File: src/rtl/mc_control_unit.sv
// Multi-cycle MIPS32 control unit: sequences FETCH/DECODE/EXEC/MEM/WB over a shared
// req/ready memory port, with a wait-state timeout and sticky exception flags.
module mc_control_unit #(
  parameter int unsigned MEM_TIMEOUT = 15,
  parameter bit          SUB_WORD_EN = 1'b1
) (
  input  logic       clk,
  input  logic       rst_n,
  input  logic [5:0] opc,
  input  logic [5:0] func,
  input  logic       aluZero,
  input  logic       memReady,
  input  logic       excAck,
  output logic       irWrite,
  output logic       pcWrite,
  output logic [1:0] pcSrc,
  output logic       memReq,
  output logic       memWrite,
  output logic       memAddrSel,
  output logic [1:0] memDataSize,
  output logic       memBitExtend,
  output logic       rfWriteEnable,
  output logic       rfWriteAddrSel,
  output logic [1:0] rfWriteDataSel,
  output logic       aluSrc,
  output logic [2:0] aluFunc,
  output logic       bitXtend,
  output logic       invOpcode,
  output logic       busError,
  output logic [2:0] state
);

  // ALU operation codes shared with the datapath ALU
  localparam logic [2:0] AluAnd  = 3'd0;
  localparam logic [2:0] AluOr   = 3'd1;
  localparam logic [2:0] AluAdd  = 3'd2;
  localparam logic [2:0] AluXor  = 3'd3;
  localparam logic [2:0] AluSltu = 3'd5;
  localparam logic [2:0] AluSub  = 3'd6;
  localparam logic [2:0] AluSlt  = 3'd7;

  localparam logic [7:0] WaitLast = 8'(MEM_TIMEOUT - 1);

  typedef enum logic [2:0] {
    StFetch  = 3'd0,
    StDecode = 3'd1,
    StExec   = 3'd2,
    StMem    = 3'd3,
    StWb     = 3'd4,
    StExcept = 3'd5
  } state_e;

  state_e     state_q, state_d;
  logic [7:0] wait_q, wait_d;
  logic       inv_q, inv_d;
  logic       bus_q, bus_d;

  // Instruction decode
  logic       dec_valid, is_load, is_store, is_beq, is_bne, is_jump;
  logic [2:0] dec_alu_func;
  logic       dec_alu_src, dec_bit_xtend, dec_addr_rd, dec_bit_extend;
  logic [1:0] dec_data_sel, dec_data_size;

  always_comb begin
    dec_valid      = 1'b0;
    is_load        = 1'b0;
    is_store       = 1'b0;
    is_beq         = 1'b0;
    is_bne         = 1'b0;
    is_jump        = 1'b0;
    dec_alu_func   = AluAnd;
    dec_alu_src    = 1'b0;
    dec_bit_xtend  = 1'b0;
    dec_addr_rd    = 1'b0;
    dec_bit_extend = 1'b0;
    dec_data_sel   = 2'd0;
    dec_data_size  = 2'd0;
    case (opc)
      6'h00: begin
        dec_valid   = 1'b1;
        dec_addr_rd = 1'b1;
        case (func)
          6'h20, 6'h21: dec_alu_func = AluAdd;
          6'h22, 6'h23: dec_alu_func = AluSub;
          6'h24:        dec_alu_func = AluAnd;
          6'h25:        dec_alu_func = AluOr;
          6'h26:        dec_alu_func = AluXor;
          6'h2a:        dec_alu_func = AluSlt;
          6'h2b:        dec_alu_func = AluSltu;
          default:      dec_valid    = 1'b0;
        endcase
      end
      6'h08, 6'h09: begin
        dec_valid = 1'b1; dec_alu_src = 1'b1; dec_alu_func = AluAdd;
      end
      6'h0a: begin
        dec_valid = 1'b1; dec_alu_src = 1'b1; dec_alu_func = AluSlt;
      end
      6'h0b: begin
        dec_valid = 1'b1; dec_alu_src = 1'b1; dec_alu_func = AluSltu;
      end
      6'h0c: begin
        dec_valid = 1'b1; dec_alu_src = 1'b1; dec_bit_xtend = 1'b1; dec_alu_func = AluAnd;
      end
      6'h0d: begin
        dec_valid = 1'b1; dec_alu_src = 1'b1; dec_bit_xtend = 1'b1; dec_alu_func = AluOr;
      end
      6'h0e: begin
        dec_valid = 1'b1; dec_alu_src = 1'b1; dec_bit_xtend = 1'b1; dec_alu_func = AluXor;
      end
      6'h0f: begin
        dec_valid = 1'b1; dec_alu_src = 1'b1; dec_alu_func = AluAdd; dec_data_sel = 2'd2;
      end
      6'h23: begin
        dec_valid = 1'b1; is_load = 1'b1; dec_alu_src = 1'b1; dec_alu_func = AluAdd;
        dec_data_sel = 2'd1;
      end
      6'h2b: begin
        dec_valid = 1'b1; is_store = 1'b1; dec_alu_src = 1'b1; dec_alu_func = AluAdd;
      end
      6'h21, 6'h25, 6'h20, 6'h24: begin
        dec_valid      = SUB_WORD_EN;
        is_load        = 1'b1;
        dec_alu_src    = 1'b1;
        dec_alu_func   = AluAdd;
        dec_data_sel   = 2'd1;
        dec_data_size  = (opc == 6'h21 || opc == 6'h25) ? 2'd1 : 2'd2;
        dec_bit_extend = (opc == 6'h25 || opc == 6'h24);
      end
      6'h29, 6'h28: begin
        dec_valid     = SUB_WORD_EN;
        is_store      = 1'b1;
        dec_alu_src   = 1'b1;
        dec_alu_func  = AluAdd;
        dec_data_size = (opc == 6'h29) ? 2'd1 : 2'd2;
      end
      6'h04: begin
        dec_valid = 1'b1; is_beq = 1'b1; dec_alu_func = AluSub;
      end
      6'h05: begin
        dec_valid = 1'b1; is_bne = 1'b1; dec_alu_func = AluSub;
      end
      6'h02: begin
        dec_valid = 1'b1; is_jump = 1'b1;
      end
      default: dec_valid = 1'b0;
    endcase
  end

  // Sequencer: next state, strobes and flag updates
  logic       ir_write, pc_write, mem_req, mem_write, mem_addr_sel, rf_we, dec_en;
  logic [1:0] pc_src;
  logic       timeout;

  assign timeout = (wait_q == WaitLast) && !memReady;

  always_comb begin
    state_d      = state_q;
    inv_d        = inv_q;
    bus_d        = bus_q;
    ir_write     = 1'b0;
    pc_write     = 1'b0;
    pc_src       = 2'd0;
    mem_req      = 1'b0;
    mem_write    = 1'b0;
    mem_addr_sel = 1'b0;
    rf_we        = 1'b0;
    dec_en       = 1'b0;
    case (state_q)
      StFetch: begin
        mem_req = 1'b1;
        if (memReady) begin
          ir_write = 1'b1;
          pc_write = 1'b1;
          state_d  = StDecode;
        end else if (timeout) begin
          bus_d   = 1'b1;
          state_d = StExcept;
        end
      end
      StDecode: begin
        if (!dec_valid) begin
          inv_d   = 1'b1;
          state_d = StExcept;
        end else if (is_jump) begin
          pc_write = 1'b1;
          pc_src   = 2'd2;
          state_d  = StFetch;
        end else begin
          state_d = StExec;
        end
      end
      StExec: begin
        dec_en = 1'b1;
        if (is_beq || is_bne) begin
          pc_write = is_beq ? aluZero : !aluZero;
          pc_src   = 2'd1;
          state_d  = StFetch;
        end else if (is_load || is_store) begin
          state_d = StMem;
        end else begin
          state_d = StWb;
        end
      end
      StMem: begin
        dec_en       = 1'b1;
        mem_req      = 1'b1;
        mem_addr_sel = 1'b1;
        mem_write    = is_store;
        if (memReady) begin
          state_d = is_store ? StFetch : StWb;
        end else if (timeout) begin
          bus_d   = 1'b1;
          state_d = StExcept;
        end
      end
      StWb: begin
        dec_en  = 1'b1;
        rf_we   = 1'b1;
        state_d = StFetch;
      end
      StExcept: begin
        if (excAck) begin
          inv_d   = 1'b0;
          bus_d   = 1'b0;
          state_d = StFetch;
        end
      end
      default: begin
        inv_d   = 1'b1;
        state_d = StExcept;
      end
    endcase
  end

  // Wait counter restarts on completion and on any state change
  always_comb begin
    wait_d = 8'd0;
    if ((state_q == StFetch || state_q == StMem) && !memReady && state_d == state_q) begin
      wait_d = wait_q + 8'd1;
    end
  end

  always_ff @(posedge clk or negedge rst_n) begin
    if (!rst_n) begin
      state_q <= StFetch;
      wait_q  <= 8'd0;
      inv_q   <= 1'b0;
      bus_q   <= 1'b0;
    end else begin
      state_q <= state_d;
      wait_q  <= wait_d;
      inv_q   <= inv_d;
      bus_q   <= bus_d;
    end
  end

  // Everything is held at zero while reset is asserted
  always_comb begin
    irWrite        = rst_n & ir_write;
    pcWrite        = rst_n & pc_write;
    pcSrc          = rst_n ? pc_src : 2'd0;
    memReq         = rst_n & mem_req;
    memWrite       = rst_n & mem_write;
    memAddrSel     = rst_n & mem_addr_sel;
    rfWriteEnable  = rst_n & rf_we;
    memDataSize    = (rst_n && dec_en) ? dec_data_size : 2'd0;
    memBitExtend   = rst_n & dec_en & dec_bit_extend;
    rfWriteAddrSel = rst_n & dec_en & dec_addr_rd;
    rfWriteDataSel = (rst_n && dec_en) ? dec_data_sel : 2'd0;
    aluSrc         = rst_n & dec_en & dec_alu_src;
    aluFunc        = (rst_n && dec_en) ? dec_alu_func : 3'd0;
    bitXtend       = rst_n & dec_en & dec_bit_xtend;
    invOpcode      = inv_q;
    busError       = bus_q;
    state          = rst_n ? state_q : 3'd0;
  end

endmodule

File: config.mk
export PLATFORM = sky130hd
export DESIGN_NAME = mc_control_unit
export DESIGN_NICKNAME = d
export VERILOG_FILES = /design/src/rtl/mc_control_unit.sv
export SDC_FILE = /design/constraint.sdc
export NUM_CORES = 1
export LEC_CHECK = 0
export BUFFER_PORTS_ARGS = -buffer_cell sky130_fd_sc_hd__buf_2
export CORE_MARGIN = 1.5
export CORE_UTILIZATION = 45
export CTS_CLUSTER_DIAMETER = 30
export DETAILED_ROUTE_END_ITERATION = 7
export PLACE_DENSITY = 0.71
export SLEW_MARGIN = 40
export SYNTH_ARGS = -nofsm -noshare
export SYNTH_HDL_FRONTEND = slang
export SYNTH_SLANG_ARGS = --single-unit
File: constraint.sdc
create_clock -name clk -period 6.4 [get_ports clk]
set_clock_uncertainty 0.05 [all_clocks]
set_input_delay 1.92 -clock clk [delete_from_list [all_inputs] [get_ports clk]]
set_output_delay 1.92 -clock clk [all_outputs]
set_load 0.02 [all_outputs]
# Word level (Yosys, flattened, before mapping)
# Index checks and enable logic that the tools add are counted.
# totals
out_inout_bits	24
wordCells	142
reg_bits	13
in_bits	17
# op_classes
n_reduce_logical	31
n_addsub	1
muxes	55
bitwise_logic	12
eq_ne	39
# ops
operator	count
$eq A6 B6 Y1 const B	17
$eq A6 B4 Y1 const B	8
$pmux W3 S6	2
$mux W3	10
$mux W1	26
$pmux W3 S7	1
$reduce_or A19 Y1	1
$mux W2	8
$reduce_or A16 Y1	1
$eq A6 B3 Y1 const B	2
$pmux W2 S2	3
$and A1 B1 Y1	11
$reduce_or A11 Y1	1
$reduce_or A2 Y1	5
$reduce_or A3 Y1	3
$reduce_or A9 Y1	1
$add A8 B1 Y8 const B	1
$eq A8 B4 Y1 const B	1
$mux W8	1
$reduce_or A4 Y1	2
$eq A3 B2 Y1 const B	2
$eq A3 B3 Y1 const B	2
$eq A6 B2 Y1 const B	1
$logic_not A6 Y1	1
15 further kinds	27

# Logic depth before layout (Yosys ltp)
# depth
word_depth	10
mapped_depth	7
depth_no_buf	6

# Worst setup path before layout
# Ideal clock, no wire load.
# synth_timing
path_kind	in2out
startpoint	input port opc[4]
endpoint	output port aluFunc[2]
path_buffers	1
cell_stages	5
arrival_ps	3235
t_required_ps	4430
slack_ps	1195
cell_sequence	clkbuf_1 -> or4_4 -> nor2b_1 -> a22oi_1 -> nor3_1
# synth_between
elab_chain_len	4
elab_cells_between_ends	22
classes_between	17 x eq/ne; 2 x mux; 3 x reduce/logical
# synth_lines
item	line_no	rtl
start, declared	9	input logic [5:0] opc,
$eq A6 B6 Y1, or another cell as far along	78	case (opc)
$reduce_or A11 Y1 (no line) or $reduce_or A2 Y1 (tied branches)	n/a	
$pmux W3 S7 (*)	78	
$mux W3 (*)	272	aluFunc = (rst_n && dec_en) ? dec_alu_func : 3'd0;
end, declared	26	output logic [2:0] aluFunc,
# Every way passes the cells marked *; elsewhere a longest branch is shown, timed or not.

# Final worst setup path
# layout_timing
startpoint	input port opc[2]
endpoint	output port aluFunc[1]
# The elaborated chain is that of the path after synthesis.

==> flow_metrics.py <==
metrics = {
    "yosys": {
        "synthTopCellsByCount": "dfrtp_1, nand2_1, nor2b_1",
        "ys_top_cells_by_area": "dfrtp_1, nor2b_1, nand2b_1, xor2_1, nor2_2",
        "ys_warn_count": 0,
        "synth_cell_types": 53,
        "synth_top_flop_cell": "dfrtp_1",
        "avgSynthCellArea_um2": 7.95,
        "yosysSeqAreaShare_pct": 22.9,
        "syn_area_mm2": 0.00142,
        "synth_nets": 198,
        "synth-edff-count": 0,
        "async_flop_share_pct": 100,
        "synth.ff_latch_count": 13,
        "syn_inst": 179,
        "yosys.area.top_type": "dfrtp_1",
        "synthDominantCellAreaShare_pct": 22.9,
    },
    "worst_hold_path": {
        "hp-start": "invOpcode",
        "hold_path_class": "reg -> reg",
        "hold_depth": 2,
    },
    "cells_and_area": {
        "drive_above_1_share_pct": 29.4,
        "n_fill_cell": 329,
        "nets": 231,
        "n_antenna_cell": 0,
        "syn2layout_area_growth_pct": 15.5,
        "seqCellArea_um2": 325,
        "multi_input_area_mm2": 0.00101,
    },
    "worst_setup_path": {
        "crit_chain": "buf_2 > or4_4 > nor2b_1 > nand3_1 > a211oi_2 > buf_2",
        "critPathCaptureType": "primary output",
        "cp-startpoint": "opc[2]",
        "crit_type": "in -> out",
        "crit_arrival_ns": 3.38,
        "crit_fanout": 17,
        "r2r_cells": 6,
        "worstSetupStartpointType": "input pin",
        "r2r_start": "wait_q[0]",
        "crit_top_cell": "buf_2",
        "worstPathRequired_ns": 4.43,
        "critPathSlowestCell": "or4_4",
        "critical-path-max-stage-delay_ns": 0.57,
    },
    "route": {
        "post_drt_wl_per_cell_um": 12.5,
        "vias": 1409,
        "final_antenna_net_count": 0,
        "firstDrtPassIters": 5,
        "via_per_inst": 5.53,
        "wirelength_mm": 3.19,
        "drc_errors": 0,
        "drtIter0Drc": 36,
    },
    "power_and_ir_drop": {
        "power_frac_seq_pct": 37.7,
        "internal_power_uw": 190,
        "p_leak_uw": 0.000750,
        "vdd_drop_max_mv": 0.0780,
        "swShare_pct": 45.3,
        "power_frac_comb_pct": 47.8,
        "powerDensity_mw_per_mm2": 211,
        "pwr-share-clk_pct": 14.5,
        "p_switching_uw": 157,
        "finalPower_uw": 347,
    },
    "global_route": {
        "use_met1_pct": 26.0,
        "grt_usage_pct": 19.4,
        "grt_pass1_vias": 1210,
        "grt_antenna_before_repair": 0,
        "overflow": 0,
        "top_usage_layer": "met2",
        "grt_max_degree": 22,
        "grt_use_met3_pct": 1.97,
        "grt_pass1_wl_mm": 5.28,
        "met2_usage_pct": 32.3,
    },
    "floorplan": {
        "io_pins": 41,
        "fp.coreArea_mm2": 0.00303,
        "die_w_um": 59.2,
        "row_count": 20,
        "initial_core_util_pct": 47.0,
        "die_y_um": 59.2,
        "fp.dieArea_mm2": 0.00351,
    },
    "clocking": {
        "worst_skew_pair.late_latency_ns": 0.28,
        "cts_tree": "yes",
        "htreeDepth": 1,
        "cts_buffers": 3,
        "clock_sinks": 13,
        "clock_path_buffers": 2,
        "cts_resized": 0,
        "root_buffer": "clkbuf_4",
        "path_clk_slew_ns": 0.07,
        "post-cts-setup-buffers": 0,
        "ctsHoldBuffers": 0,
    },
    "sta": {
        "fin_crit_ns": 5.35,
        "finalMaxSlewViolations": 0,
        "post-route-period-util_pct": 83.6,
        "tns_ns": 0,
        "finalSetupViolCount": 0,
        "finalHoldViolations": 0,
        "grt_setup_unrepaired": "false",
        "relSlewSlack_pct": 67.4,
        "tightestPinTransition_ns": 0.488,
        "fmax_ghz": 0.187,
    },
    "placement": {
        "detailed_place_hpwl_mm": 2.35,
        "port_buffers": 40,
        "place_congestion": 0.791,
    },
    "job": {
        "drv_cap": 0,
    },
    "status": {
        "status": "complete, no violations",
    },
}
[state kept, by name (all words and copies together), names as in the netlist]
register,count
wait_q,8
state_q,3
busError,1
invOpcode,1
[logic make-up (layout without fill, tap and decap cells)]
logic type | count (synthesis) | count (layout) | synth area share [%]
DFF | 13 | 13 | 22.9
xor gates and xnor gates | 10 | 10 | 6.16
AOI/OAI and AO/OA | 38 | 38 | 18.9
and+or+nand+nor | 95 | 95 | 42.7
buffers and inverters | 19 | 51 | 6.16
muxes | 2 | 2 | 1.50
adders and majority gates | 2 | 2 | 1.76
[worst max-delay path, delay by kind of cell]
family	cells	cell delay [ns]
and+or+nand+nor	3	0.88
AOI/OAI and AO/OA	1	0.21
buffers and inverters	2	0.37
[power groups by stage]
stage / Sequential, uW / Clock [uW] / Combinational (uW)
after floorplan: 111 / 0 / 150
after global placement: 132 / 0 / 164
after detailed placement: 133 / 0 / 165
after CTS: 131 / 51.8 / 167
after global routing: 135 / 55.3 / 186
final: 131 / 50.3 / 166
[cells in the final DEF, fill, tap and decap left out, types with 4 or more instances in the layout]
cell      instances
nor2_2            8
inv_1             7
and2_1            6
buf_2            40
nor2_1            8
nor4_1            4
dfrtp_1          13
nor3_1            8
nand2_1          13
o21ai_0           5
nor2b_1          11
a21oi_1           7
nand2b_1         10
xor2_1            7
[metrics by stage]
stage          util [%]  instance area [um2]  hold WS (ns)  setup slack (ns)  instances
6_report           54.3                 1640         0.464              1.05        255
2_1_floorplan         -                 1420         0.418              1.20        179
5_1_grt            54.3                 1640         0.491             0.919        255
3_5_place_dp       53.4                 1620         0.455              1.05        251
4_1_cts            54.3                 1640         0.470              1.05        255
3_3_place_gp       53.4                 1620         0.444              1.05        251
[final timing paths]
kind	slack, ns	end
worst max-delay path	1.05	aluFunc[1]
worst min-delay path	0.46	invOpcode
worst max register to register	4.66	wait_q[2]
worst min register to register	0.46	invOpcode
max in group asynchronous	4.53	state_q[1]
min in group asynchronous	1.50	wait_q[5]
[metal layers]
| metal | share of wire (%) | vias to the layer above |
|---|---|---|
| met5 | 0 | - |
| met4 | 0.91 | 0 |
| met3 | 3.7 | 4 |
| met2 | 47 | 41 |
| met1 | 48 | 651 |
| li1 | - | 713 |
[cell type report]
class                   instances  area share (%)
multi-input cells             147            61.5
inverters                       7            1.60
repair buffers                 40            12.2
flip-flops and latches         13            19.8
well taps                      44            3.35
clock buffers                   4            1.60
(Power assumes the default switching activity.)
